<file path="config.mk">
export PLATFORM = sky130hd
export DESIGN_NAME = spi_slave_param
export DESIGN_NICKNAME = d
export VERILOG_FILES = /design/src/rtl/spi_slave_param.sv
export SDC_FILE = /design/constraint.sdc
export NUM_CORES = 1
export LEC_CHECK = 0
export ABC_AREA = 1
export BUFFER_PORTS_ARGS = -buffer_cell sky130_fd_sc_hd__buf_2
export CAP_MARGIN = 20
export CORE_MARGIN = 2
export CORE_UTILIZATION = 50
export DETAILED_ROUTE_END_ITERATION = 10
export GPL_TIMING_DRIVEN = 0
export HOLD_SLACK_MARGIN = 0.05
export PLACE_DENSITY = 0.8
export SYNTH_ARGS = -nofsm -noshare
export SYNTH_HDL_FRONTEND = slang
export SYNTH_SLANG_ARGS = --single-unit
</file>
<file path="constraint.sdc">
create_clock -name clk -period 3.7 [get_ports clk]
set_input_delay 0 -clock clk [delete_from_list [all_inputs] [get_ports clk]]
set_output_delay 0 -clock clk [all_outputs]
set_load 0.01 [all_outputs]
</file>
<file path="src/rtl/spi_slave_param.sv">
// SPI slave front-end: deserialises WIDTH+2 bit command frames onto rx_data/rx_valid and
// serialises RAM read data on MISO, with command checking, abort detection and read timeout.
module spi_slave_param #(
    parameter int unsigned WIDTH   = 8,
    parameter int unsigned TIMEOUT = 15
) (
    input  logic             clk,
    input  logic             rst,
    input  logic             SS_n,
    input  logic             MOSI,
    output logic             MISO,
    output logic [WIDTH+1:0] rx_data,
    output logic             rx_valid,
    input  logic [WIDTH-1:0] tx_data,
    input  logic             tx_valid,
    output logic             frame_err,
    output logic             busy
);

    localparam int unsigned CntW  = $clog2(WIDTH + 2);
    localparam int unsigned WaitW = $clog2(TIMEOUT + 1);
    localparam logic [CntW-1:0] CntOne = CntW'(1);

    typedef enum logic [2:0] {
        StIdle,
        StChkCmd,
        StWrite,
        StRdAddr,
        StRdData,
        StRdWait,
        StTx,
        StDone
    } state_e;

    state_e            state_q;
    logic              addr_rcvd_q;
    logic [CntW-1:0]   cnt_q;
    logic [WIDTH-1:0]  shift_q;
    logic [WaitW-1:0]  wait_cnt_q;

    logic [1:0] cmd;
    logic       cmd_ok;
    logic       in_frame;
    logic       last_bit;
    logic       tx_done;

    // Command bits are already captured by the time the final payload bit arrives.
    always_comb begin
        cmd      = rx_data[WIDTH+1:WIDTH];
        in_frame = (state_q == StWrite) || (state_q == StRdAddr) || (state_q == StRdData);
        last_bit = in_frame && (cnt_q == CntOne);
        tx_done  = (state_q == StTx) && (cnt_q == '0);
        cmd_ok   = 1'b0;
        case (state_q)
            StWrite:  cmd_ok = (cmd[1] == 1'b0);
            StRdAddr: cmd_ok = (cmd == 2'b10);
            StRdData: cmd_ok = (cmd == 2'b11);
            default:  cmd_ok = 1'b0;
        endcase
    end

    assign busy = (state_q != StIdle);

    always_ff @(posedge clk) begin
        if (rst) begin
            state_q     <= StIdle;
            addr_rcvd_q <= 1'b0;
            cnt_q       <= '0;
            shift_q     <= '0;
            wait_cnt_q  <= '0;
            MISO        <= 1'b0;
            rx_data     <= '0;
            rx_valid    <= 1'b0;
            frame_err   <= 1'b0;
        end else begin
            rx_valid  <= 1'b0;
            frame_err <= 1'b0;
            if ((state_q != StIdle) && SS_n) begin
                // Deselect: a frame finishing on this same edge still completes normally.
                state_q <= StIdle;
                MISO    <= 1'b0;
                if (last_bit) begin
                    rx_data[0] <= MOSI;
                    rx_valid   <= cmd_ok;
                    frame_err  <= !cmd_ok;
                    if (cmd_ok && (state_q == StRdAddr)) begin
                        addr_rcvd_q <= 1'b1;
                    end
                end else if ((state_q != StDone) && !tx_done) begin
                    frame_err <= 1'b1;
                end
            end else begin
                case (state_q)
                    StIdle: begin
                        MISO <= 1'b0;
                        if (!SS_n) begin
                            state_q <= StChkCmd;
                        end
                    end
                    StChkCmd: begin
                        rx_data[WIDTH+1] <= MOSI;
                        cnt_q            <= CntW'(WIDTH + 1);
                        if (!MOSI) begin
                            state_q <= StWrite;
                        end else if (!addr_rcvd_q) begin
                            state_q <= StRdAddr;
                        end else begin
                            state_q <= StRdData;
                        end
                    end
                    StWrite, StRdAddr, StRdData: begin
                        rx_data[cnt_q - CntOne] <= MOSI;
                        cnt_q                   <= cnt_q - CntOne;
                        if (cnt_q == CntOne) begin
                            if (cmd_ok) begin
                                rx_valid <= 1'b1;
                                if (state_q == StRdAddr) begin
                                    addr_rcvd_q <= 1'b1;
                                end
                                if (state_q == StRdData) begin
                                    wait_cnt_q <= '0;
                                    state_q    <= StRdWait;
                                end else begin
                                    state_q <= StDone;
                                end
                            end else begin
                                frame_err <= 1'b1;
                                state_q   <= StDone;
                            end
                        end
                    end
                    StRdWait: begin
                        MISO <= 1'b0;
                        if (tx_valid) begin
                            shift_q <= tx_data;
                            cnt_q   <= CntW'(WIDTH);
                            state_q <= StTx;
                        end else if (wait_cnt_q == WaitW'(TIMEOUT - 1)) begin
                            frame_err   <= 1'b1;
                            addr_rcvd_q <= 1'b0;
                            state_q     <= StDone;
                        end else begin
                            wait_cnt_q <= wait_cnt_q + WaitW'(1);
                        end
                    end
                    StTx: begin
                        if (cnt_q != '0) begin
                            MISO    <= shift_q[WIDTH-1];
                            shift_q <= shift_q << 1;
                            cnt_q   <= cnt_q - CntOne;
                        end else begin
                            MISO        <= 1'b0;
                            addr_rcvd_q <= 1'b0;
                            state_q     <= StDone;
                        end
                    end
                    StDone: begin
                        MISO <= 1'b0;
                    end
                    default: begin
                        MISO    <= 1'b0;
                        state_q <= StIdle;
                    end
                endcase
            end
        end
    end

endmodule

</file>
==> impl_metrics.tcl, run 1 <==
set metrics [dict create \
    status "finished, final reports clean" \
    synth_flop_cell "dfxtp_1" \
    internal-power_mw 0.832 \
    grt_pass1_vias 1708 \
    busiest_layer "met2" \
    die_w_um 65.3 \
    p_leak_nw 1.03 \
    rsz0062_at_grt "no" \
    insertion_delay_ns 0.29 \
    fin_area_um2 2260 \
    syn_nets 298 \
    ctsHtreeMaxLevel 2 \
    finalClockSkew_ns 0.00761 \
    grt_overflow_total 0 \
    worst-path-max-fanout 7 \
    diodes 0 \
    ant_nets 0 \
    io-pin-count 27 \
    ys_ff_latch 33 \
    gr-usage-met2 0.362 \
    grt_max_degree 11 \
    area_delta_synth_final_pct 20.3 \
    synth_edf_count 0 \
    clk_pin_slew_worst_paths_ns 0.07 \
    worstPathRequired_ns 3.92 \
    max_cap_viol_count 0 \
    holdWs_ns 0.0670 \
    use_met3 0.0565 \
    synthArstFlopShare 0 \
    grtUsageMet1 0.262 \
    power_density_nw_per_um2 643 \
    setup-violations-final 0 \
    clockPowerShare 0.241 \
    grt_pass1_wl_um 7170 \
    vias 1883 \
    report.final.hold_viol_count 0 \
    wl_um 4220 \
    routed_via_density 5.14 \
    relSlewSlack 0.639 \
    drc 0 \
    antenna_found_initial 0 \
    worst_pin_slew_ns 0.537 \
    routedWlPerCell_um 11.5 \
    core-area_um2 3630 \
    drive_gt1_frac 0.167 \
    ys_seq_area_frac 0.352 \
    worst_ep_arrival_time_ns 2.12 \
    max_freq_mhz 529 \
    syn_inst 277 \
    fillCellCount 357 \
    startpoint_type "register" \
    period_share 0.511 \
    finalMaxSlewViolations 0 \
    cp_slowest_cell "xnor2_1" \
    max_stage_delay_ns 0.45 \
    pwr-share-comb 0.454 \
    hp-class "primary input to register" \
    yosysWarnings 0 \
    switching_power_mw 0.620 \
    final_util 0.622 \
    crit_type "register to register" \
    swShare 0.427 \
    die_area_um2 4260 \
    multi_input_area_um2 1060 \
    die_y_um 65.3 \
    power_frac_seq 0.305 \
    clock_path_buffers 2 \
    portBuffers 25 \
    vdd_drop_max_uv 250 \
    dp_hpwl_um 3040 \
    cts_root_buf "clkbuf_8" \
    period_needed_ns 1.89 \
    start_util 0.517 \
    cp_cell_sequence "inv_1 -> ha_1 -> xnor2_1 -> nand3_1 -> nand2_1 -> o211ai_1 -> nand2_1 -> nand2_1 -> nor2_1" \
    synth.avg_cell_area_um2 6.78 \
    nets 338 \
    setup_tns_ns 0 \
    dpl-instance-area_um2 2060 \
    drt_first_pass_iters 5 \
    end_kind "register" \
    cts.sinks 33 \
    post_cts_buffers 0 \
    cts_tree "done" \
    gp_congestion 0.905 \
    synth_cell_types 31 \
    grtUsageTotal 0.216 \
    cpMostUsedCell "nand2_1" \
    rows 22 \
    drtIter0Drc 109 \
    post_cts_resized 0 \
    register_area_um2 661 \
    cts_buffers 5 \
    stdcell_count 366 \
    netlist_area_um2 1880 \
    dp_cells 350 \
]
## worst max-delay path, delay by kind of cell (launching register included)
family | cells | cell delay (ns)
AO/OA/AOI/OAI | 1 | 0.10
XOR/XNOR | 1 | 0.45
adder cells (fa/ha/maj) | 1 | 0.25
buffers and inverters | 1 | 0.15
flip-flops | 1 | 0.41
AND/OR/NAND/NOR | 5 | 0.46
## sequential cells by signal, summed over array words and instances, names as in the netlist
| register | flops |
|---|---|
| MISO | 1 |
| addr_rcvd_q | 1 |
| cnt_q | 4 |
| frame_err | 1 |
| rx_data | 10 |
| rx_valid | 1 |
| shift_q | 8 |
| state_q | 3 |
| wait_cnt_q | 4 |
## final timing paths
kind	slack [ns]	cells past startpoint	from	endpoint
worst min-delay path	0.07	3	MOSI	rx_data[9]$_SDFFE_PP0P_
worst max register to register	1.81	9	cnt_q[0]$_SDFFE_PP0P_	rx_data[9]$_SDFFE_PP0P_
worst max-delay path	1.81	9	cnt_q[0]$_SDFFE_PP0P_	rx_data[9]$_SDFFE_PP0P_
worst min register to register	0.44	2	rx_data[6]$_SDFFE_PP0P_	rx_data[6]$_SDFFE_PP0P_
## routing by layer
metal  wire length (µm)  share of wire  vias up
li1                   -              -      994
met3                285          0.068        4
met2               1920           0.45       68
met4                 44          0.010        0
met5                  0              0        -
met1               1970           0.47      817
## synthesized netlist by cell type (all sizes together) (2+ instances only)
master  number  share of area
o21ai       25          0.067
nand3       23          0.061
nand2       71           0.15
o211ai       2         0.0080
buf          3          0.011
a21oi       22          0.059
inv         32          0.065
xnor2        2         0.0093
clkbuf       3         0.0060
a31oi        7          0.023
nor2        32          0.079
nand4        6          0.023
dfxtp       33           0.35
ha           8          0.053
## layout by cell type (no fill, tap or decap), types with 2 or more instances in the layout
| cell | netlist | layout |
|---|---|---|
| dlygate4sd3_1 | 0 | 8 |
| ha_1 | 8 | 8 |
| clkbuf_8 | 0 | 6 |
| nand2_1 | 64 | 64 |
| o21ai_1 | 6 | 6 |
| buf_2 | 2 | 27 |
| nor2_2 | 2 | 2 |
| a21oi_1 | 22 | 22 |
| inv_2 | 4 | 4 |
| clkbuf_1 | 3 | 4 |
| nand2_2 | 7 | 7 |
| xnor2_1 | 2 | 2 |
| dfxtp_1 | 33 | 33 |
| nand3_1 | 23 | 23 |
| o21ai_0 | 19 | 19 |
| a31oi_1 | 7 | 7 |
| nor2_1 | 28 | 28 |
| nand4_1 | 5 | 5 |
| o211ai_1 | 2 | 2 |
| inv_1 | 27 | 27 |
## power by group through the flow
stage                     Combinational [mW]  Sequential, mW  Clock (mW)
after floorplan                        0.493           0.449           0
after global placement                 0.622           0.448           0
after detailed placement               0.636           0.451           0
after CTS                              0.651           0.443       0.359
after global routing                   0.746           0.448       0.373
final                                  0.660           0.443       0.350
## cell type report
type,instances,area share
timing repair buffer,33,0.0909
tap,48,0.0266
buffer,6,0.0144
sequential,33,0.293
clock inverter,1,0.0133
clock buffer,7,0.0382
inverter,32,0.0543
multi-input combinational,206,0.470
## per-stage QoR
| step | setup WS, ns | power [mW] |
|---|---|---|
| floorplan | 2.13 | 0.942 |
| detailed placement | 1.83 | 1.09 |
| global placement | 1.88 | 1.07 |
| CTS | 1.79 | 1.45 |
| finish | 1.81 | 1.45 |
| global route | 1.58 | 1.57 |
## repair_timing
item / 4_1_cts / 5_1_grt
hold endpoints to repair: 8 / 0
hold buffers: 8 / 0
endpoints found under the setup margin: 0 / 0
## cell families (layout without fill, tap and decap cells)
family,after synthesis,after routing,synth area share
AOI/OAI and AO/OA,59,59,0.169
xor gates and xnor gates,3,3,0.0140
adders and majority gates,8,8,0.0533
buffers and inverters,38,79,0.0827
DFF,33,33,0.352
and+or+nand+nor,136,136,0.329
(Power assumes the default switching activity.)
==> run 2: changes to the inputs <==
- ABC_AREA: 1 -> 0
- PLACE_DENSITY: 0.8 -> 0.82
- clock period: 3.7 -> 1.6 ns (I/O delays scaled with it)
==> run 2 against run 1 <==
  * Non-clock buffer count increased by 38
  * Largest power group unchanged
  * Sequential power increased by 100%
  * The run now ends with negative setup slack left
  * Die area up 14%
  * Critical endpoint is now state_q[1]$_SDFFE_PP0P_
  * Via count is 36% higher
==> impl_metrics.tcl, run 2 <==
set metrics [dict create \
    nets 352 \
    synth_edf_count 0 \
    core-area_um2 4060 \
    clock_path_buffers 2 \
    cp_cell_sequence "inv_4 -> ha_4 -> or3b_4 -> nor2_2 -> o211a_1 -> o21ai_2 -> a2111oi_4" \
    drive_gt1_frac 0.410 \
    switching_power_mw 1.12 \
    pwr-share-comb 0.453 \
    dp_cells 342 \
    rows 23 \
    vdd_drop_max_uv 529 \
    cts_buffers 5 \
    die_y_um 69.6 \
    ys_seq_area_frac 0.307 \
    synth_top_cell_area_share 0.307 \
    io-pin-count 27 \
    diodes 0 \
    dp_slack_ns -0.415 \
    netlist_area_um2 2150 \
    synth.avg_cell_area_um2 8.03 \
    routedWlPerCell_um 19.9 \
    p_leak_nw 1.15 \
    worst_ep_arrival_time_ns 2.11 \
    hp-class "primary input to register" \
    area_delta_synth_final_pct 44.0 \
    setup.worst_path.start "cnt_q[1]$_SDFFE_PP0P_" \
    gp_congestion 0.952 \
    ctsHtreeMaxLevel 2 \
    reg2reg_from "cnt_q[1]$_SDFFE_PP0P_" \
    synth_area_leaders "dfxtp_1 (31%), a21oi_1 (4.9%), ha_1 (4.7%)" \
    wl_um 7620 \
    routed_via_density 6.71 \
    stdcell_count 382 \
    grt_pass1_wl_um 10900 \
    setup-violations-final 33 \
    worstPathRequired_ns 1.79 \
    syn_inst 268 \
    final_util 0.764 \
    max_freq_mhz 522 \
    startpoint_type "register" \
    vias 2562 \
    rr_worst_depth 7 \
    drt_first_pass_iters 5 \
    internal-power_mw 1.69 \
    relSlewSlack 0.521 \
    cts_root_buf "clkbuf_8" \
    power_frac_seq 0.320 \
    grtUsageTotal 0.277 \
    rsz0062_at_grt "yes" \
    cp_slowest_cell "or3b_4" \
    final_common_cell "dfxtp_1" \
    synth_common_cells "dfxtp_1 (33), a21oi_1 (21), nand2_1 (21), nor2_1 (21), o21ai_1 (18)" \
    die_area_um2 4840 \
    start_util 0.530 \
    yosysMostFrequentCell "dfxtp_1" \
    portBuffers 24 \
    grt_pass1_vias 2269 \
    reg2reg_slack_ns -0.32 \
    max_cap_viol_count 0 \
    period_needed_ns 1.92 \
    rr_endpoint "state_q[1]$_SDFFE_PP0P_" \
    synth_flop_cell "dfxtp_1" \
    violations "negative setup slack" \
    hold_path_end "state_q[1]$_SDFFE_PP0P_" \
    dp_hpwl_um 3920 \
    holdCritStartpoint "MOSI" \
    grt_max_degree 12 \
    largest_reg_flops 10 \
    status "finished with violations" \
    largest_registers "rx_data x10, shift_q x8" \
    finalMaxSlewViolations 0 \
    ys_ff_latch 33 \
    worst-path-max-fanout 5 \
    finalClockSkew_ns 0.00570 \
    synth_top_area_cell "dfxtp_1" \
    power_density_nw_per_um2 908 \
    yosysWarnings 0 \
    setup_tns_ns -6.51 \
    cts.sinks 33 \
    cts_tree "done" \
    synth_cell_types 61 \
    max_stage_delay_ns 0.45 \
    worst_pin_slew_ns 0.719 \
    clk_pin_slew_worst_paths_ns 0.07 \
    regMostFlops "rx_data" \
    crit_type "register to register" \
    crit_buf_inv 1 \
    clockPowerShare 0.227 \
    hold_path_depth 4 \
    final_cell_mix "dfxtp_1 (30), buf_2 (25), buf_4 (20)" \
    total_power_mw 2.81 \
    report.final.hold_viol_count 0 \
    die_w_um 69.6 \
    ant_nets 0 \
    end_kind "register" \
    syn_nets 289 \
    timing.final.ws_setup_ns -0.317 \
    antenna_found_initial 0 \
    synthArstFlopShare 0 \
    drc 0 \
    crit_family "compound AO/OA/AOI/OAI gates" \
    swShare 0.399 \
    drtIter0Drc 236 \
    period_share 1.20 \
    insertion_delay_ns 0.30 \
    grt_overflow_total 0 \
]
[run 2: per-stage QoR]
stage / instance area (µm²) / hold slack, ns
6_report: 3100 / 0.181
3_3_place_gp: 2450 / 0.227
2_1_floorplan: 2260 / 0.143
3_5_place_dp: 2450 / 0.232
4_1_cts: 2890 / 0.126
5_1_grt: 3100 / 0.198
[run 2: cell families (layout without fill, tap and decap cells)]
kind of cell / count (synthesis) / count (layout) / share of synthesized area
and+or+nand+nor: 99 / 99 / 0.243
AOI/OAI and AO/OA: 92 / 92 / 0.309
DFF: 33 / 33 / 0.307
buffers and inverters: 33 / 97 / 0.0808
adders and majority gates: 8 / 8 / 0.0465
muxes: 2 / 2 / 0.00930
xor gates and xnor gates: 1 / 1 / 0.00407
[run 2: routing by layer]
metal | wire length (µm) | global-route usage | vias up
li1 | - | - | 1125
met1 | 2950 | 0.345 | 1220
met2 | 3690 | 0.454 | 184
met3 | 686 | 0.0552 | 33
met4 | 291 | 0.135 | 0
met5 | 0 | 0 | -
[run 2: worst max path at each step]
stage	end	slack [ns]	cells past startpoint
after detailed placement	rx_data[9]$_SDFFE_PP0P_	-0.42	6
final	state_q[1]$_SDFFE_PP0P_	-0.32	7
after floorplan	rx_data[9]$_SDFFE_PP0P_	-0.27	7
after global routing	rx_data[8]$_SDFFE_PP0P_	-0.37	8
after CTS	state_q[1]$_SDFFE_PP0P_	-0.27	8
after global placement	rx_data[9]$_SDFFE_PP0P_	-0.37	7
[run 2: area by class of cell]
type,count,area [µm²]
clock inverters,3,17.5
plain buffers,19,136
fillers,264,958
inverters,12,50.0
flip-flops and latches,33,669
clock buffers,5,68.8
multi-input cells,202,1660
repair buffers,58,430
well taps,50,62.6
[run 2: what timing repair did]
| action | CTS | global route |
|---|---|---|
| gates resized for setup | 29 | 43 |
| endpoints found under the hold margin | 12 | 0 |
| gates cloned | 1 | 1 |
| endpoints found under the setup margin | 32 | 33 |
| pin swaps | 15 | 15 |
| buffers inserted | 18 | 5 |
| hold buffers | 10 | 0 |
[run 2: tightest hold or removal path: stages]
cell and delay [ns]:
buf_2 0.13, nand2_1 0.07, o21ai_2 0.16, a2111oi_4 0.07
[run 2: power by group through the flow]
stage / Sequential, mW / Clock, mW / Combinational, mW
after floorplan: 0.912 / 0 / 0.680
after global placement: 0.919 / 0 / 0.845
after detailed placement: 0.919 / 0 / 0.855
after CTS: 0.894 / 0.641 / 1.07
after global routing: 0.904 / 0.673 / 1.33
final: 0.901 / 0.638 / 1.28
==> run 3: changes to the inputs <==
- PLACE_DENSITY: 0.82 -> 0.79
- clock period: 1.6 -> 2 ns (I/O delays scaled with it)
==> run 3 against run 2 <==
  * The run now ends clean
  * Clock power up 20%
  * Routed wire length down 21%
  * First-iteration DRC count down 43%
  * Total power down 20%
  * Critical path depth unchanged
  * Combinational power down 39%
  * Clock skew down 0.0030 ns
  * Via count down 11%
  * Design area down 11%
  * Register-to-register slack better by 0.35 ns
  * Sequential share of layout area up 2.6 points
==> impl_metrics.tcl, run 3 (synthesis results as in run 2) <==
set metrics [dict create \
    setup-violations-final 0 \
    core-area_um2 4060 \
    start_util 0.530 \
    drtIter0Drc 135 \
    worst_pin_slew_ns 0.628 \
    finalMaxSlewViolations 0 \
    period_share 0.982 \
    vias 2288 \
    nets 342 \
    area_delta_synth_final_pct 28.1 \
    diodes 0 \
    antenna_found_initial 0 \
    startpoint_type "register" \
    grtUsageTotal 0.245 \
    p_leak_nw 1.05 \
    clock_path_buffers 2 \
    gp_congestion 0.928 \
    fin_area_um2 2760 \
    vdd_drop_max_uv 387 \
    finalClockSkew_ns 0.00274 \
    worst_ep_arrival_time_ns 2.14 \
    pwr-share-comb 0.344 \
    ant_nets 0 \
    relSlewSlack 0.577 \
    insertion_delay_ns 0.29 \
    grt_pass1_wl_um 9800 \
    cts_buffers 5 \
    die_w_um 69.6 \
    routed_via_density 6.15 \
    gr-usage-met2 0.384 \
    worst-path-max-fanout 8 \
    drive_gt1_frac 0.264 \
    drc 0 \
    grtUsageMet1 0.328 \
    max_stage_delay_ns 0.45 \
    use_met3 0.0523 \
    crit_family "compound AO/OA/AOI/OAI gates" \
    max_freq_mhz 509 \
    total_power_mw 2.26 \
    dp_hpwl_um 3820 \
    final_util 0.680 \
    period_needed_ns 1.96 \
    fillCellCount 317 \
    cts_root_buf "clkbuf_8" \
    die_area_um2 4840 \
    ctsHtreeMaxLevel 2 \
    portBuffers 24 \
    clk_pin_slew_worst_paths_ns 0.07 \
    crit_buf_inv 1 \
    final_cell_mix "dfxtp_1 (31), buf_2 (25), nand2_1 (21), a21oi_1 (21), buf_4 (19)" \
    busiest_layer "met2" \
    dpl-instance-area_um2 2340 \
    internal-power_mw 1.50 \
    crit_type "register to register" \
    holdWs_ns 0.166 \
    report.final.hold_viol_count 0 \
    regMostFlops "rx_data" \
    cts.sinks 33 \
    drt_first_pass_iters 5 \
    grt_pass1_vias 2133 \
    grt_max_degree 12 \
    final_common_cell "dfxtp_1" \
    grt_overflow_total 0 \
    hp-class "primary input to register" \
    worstPathRequired_ns 2.17 \
    max_cap_viol_count 0 \
    clockPowerShare 0.337 \
    largest_reg_flops 10 \
    end_kind "register" \
    power_frac_seq 0.319 \
    switching_power_mw 0.760 \
    swShare 0.336 \
    cp_slowest_cell "or3b_4" \
    cp_cell_sequence "inv_4 -> ha_4 -> or3b_4 -> nor2_2 -> o211a_1 -> o21ai_1 -> a2111oi_2" \
    rows 23 \
    routedWlPerCell_um 16.1 \
    cts_tree "done" \
    largest_registers "rx_data x10, shift_q x8" \
    die_y_um 69.6 \
    io-pin-count 27 \
    power_density_nw_per_um2 821 \
    wl_um 6000 \
    status "finished, final reports clean" \
]
run 3: changes by cell type in the layout (fill, tap and decap cells not counted), moves of 3 or more:
cell      delta
a21oi_1      +5
buf_6       -11
nor2_4       -3
a311oi_2     -8
a311oi_1     +8
nand2_1      +3
a21oi_2      -4
nor2_1       +5
nand2_2      -3
run 3: layer usage:
metal,wire (µm),vias to the layer above
met4,98,0
met5,0,-
met1,2650,1069
met2,2860,100
li1,-,1105
met3,397,14
run 3: path summary, 6_finish.rpt:
check | start | depth (start not counted) | end | slack, ns
setup / recovery | cnt_q[0]$_SDFFE_PP0P_ | 7 | state_q[1]$_SDFFE_PP0P_ | 0.04
hold / removal | SS_n | 4 | cnt_q[0]$_SDFFE_PP0P_ | 0.17
hold reg to reg | rx_data[2]$_SDFFE_PP0P_ | 2 | rx_data[2]$_SDFFE_PP0P_ | 0.48
setup reg to reg | cnt_q[0]$_SDFFE_PP0P_ | 7 | state_q[1]$_SDFFE_PP0P_ | 0.04
run 3: layout make-up:
cell class                 instances  area (µm²)  share of cell area
sequential                        33         668               0.242
tap                               50        62.6              0.0227
timing repair buffer              48         325               0.118
clock inverter                     3        65.1              0.0236
inverter                          12        50.0              0.0181
multi-input combinational        202        1400               0.508
buffer                            19         118              0.0426
clock buffer                       5        68.8              0.0250
run 3: power groups by stage:
| stage | Combinational, mW | Sequential (mW) | Clock, mW |
|---|---|---|---|
| 2_1_floorplan | 0.466 | 0.728 | 0 |
| 3_3_place_gp | 0.597 | 0.732 | 0 |
| 3_5_place_dp | 0.606 | 0.733 | 0 |
| 4_1_cts | 0.684 | 0.722 | 0.769 |
| 5_1_grt | 0.839 | 0.723 | 0.799 |
| 6_report | 0.778 | 0.721 | 0.763 |
run 3: what timing repair did:
action                                  4_1_cts  5_1_grt
endpoints found under the hold margin        12        0
setup buffers                                 2       12
cloned                                        0        0
pin swaps                                     5        8
hold buffers                                 10        0
resized for setup                            15       14
endpoints found under the setup margin       17       21
run 3: per-stage QoR:
| stage | setup WS (ns) | setup TNS (ns) | std cells |
|---|---|---|---|
| finish | 0.0351 | 0 | 372 |
| global route | -0.0302 | -0.0502 | 372 |
| CTS | -0.000551 | -0.000551 | 362 |
| detailed placement | -0.323 | -3.32 | 342 |
| global placement | -0.249 | -2.47 | 342 |
| floorplan | 0.0294 | 0 | 268 |
run 3: worst min-delay path, cell delays in order:
cell and delay (ns):
buf_4 0.14, a211oi_4 0.07, mux2i_1 0.12, nor2_1 0.08
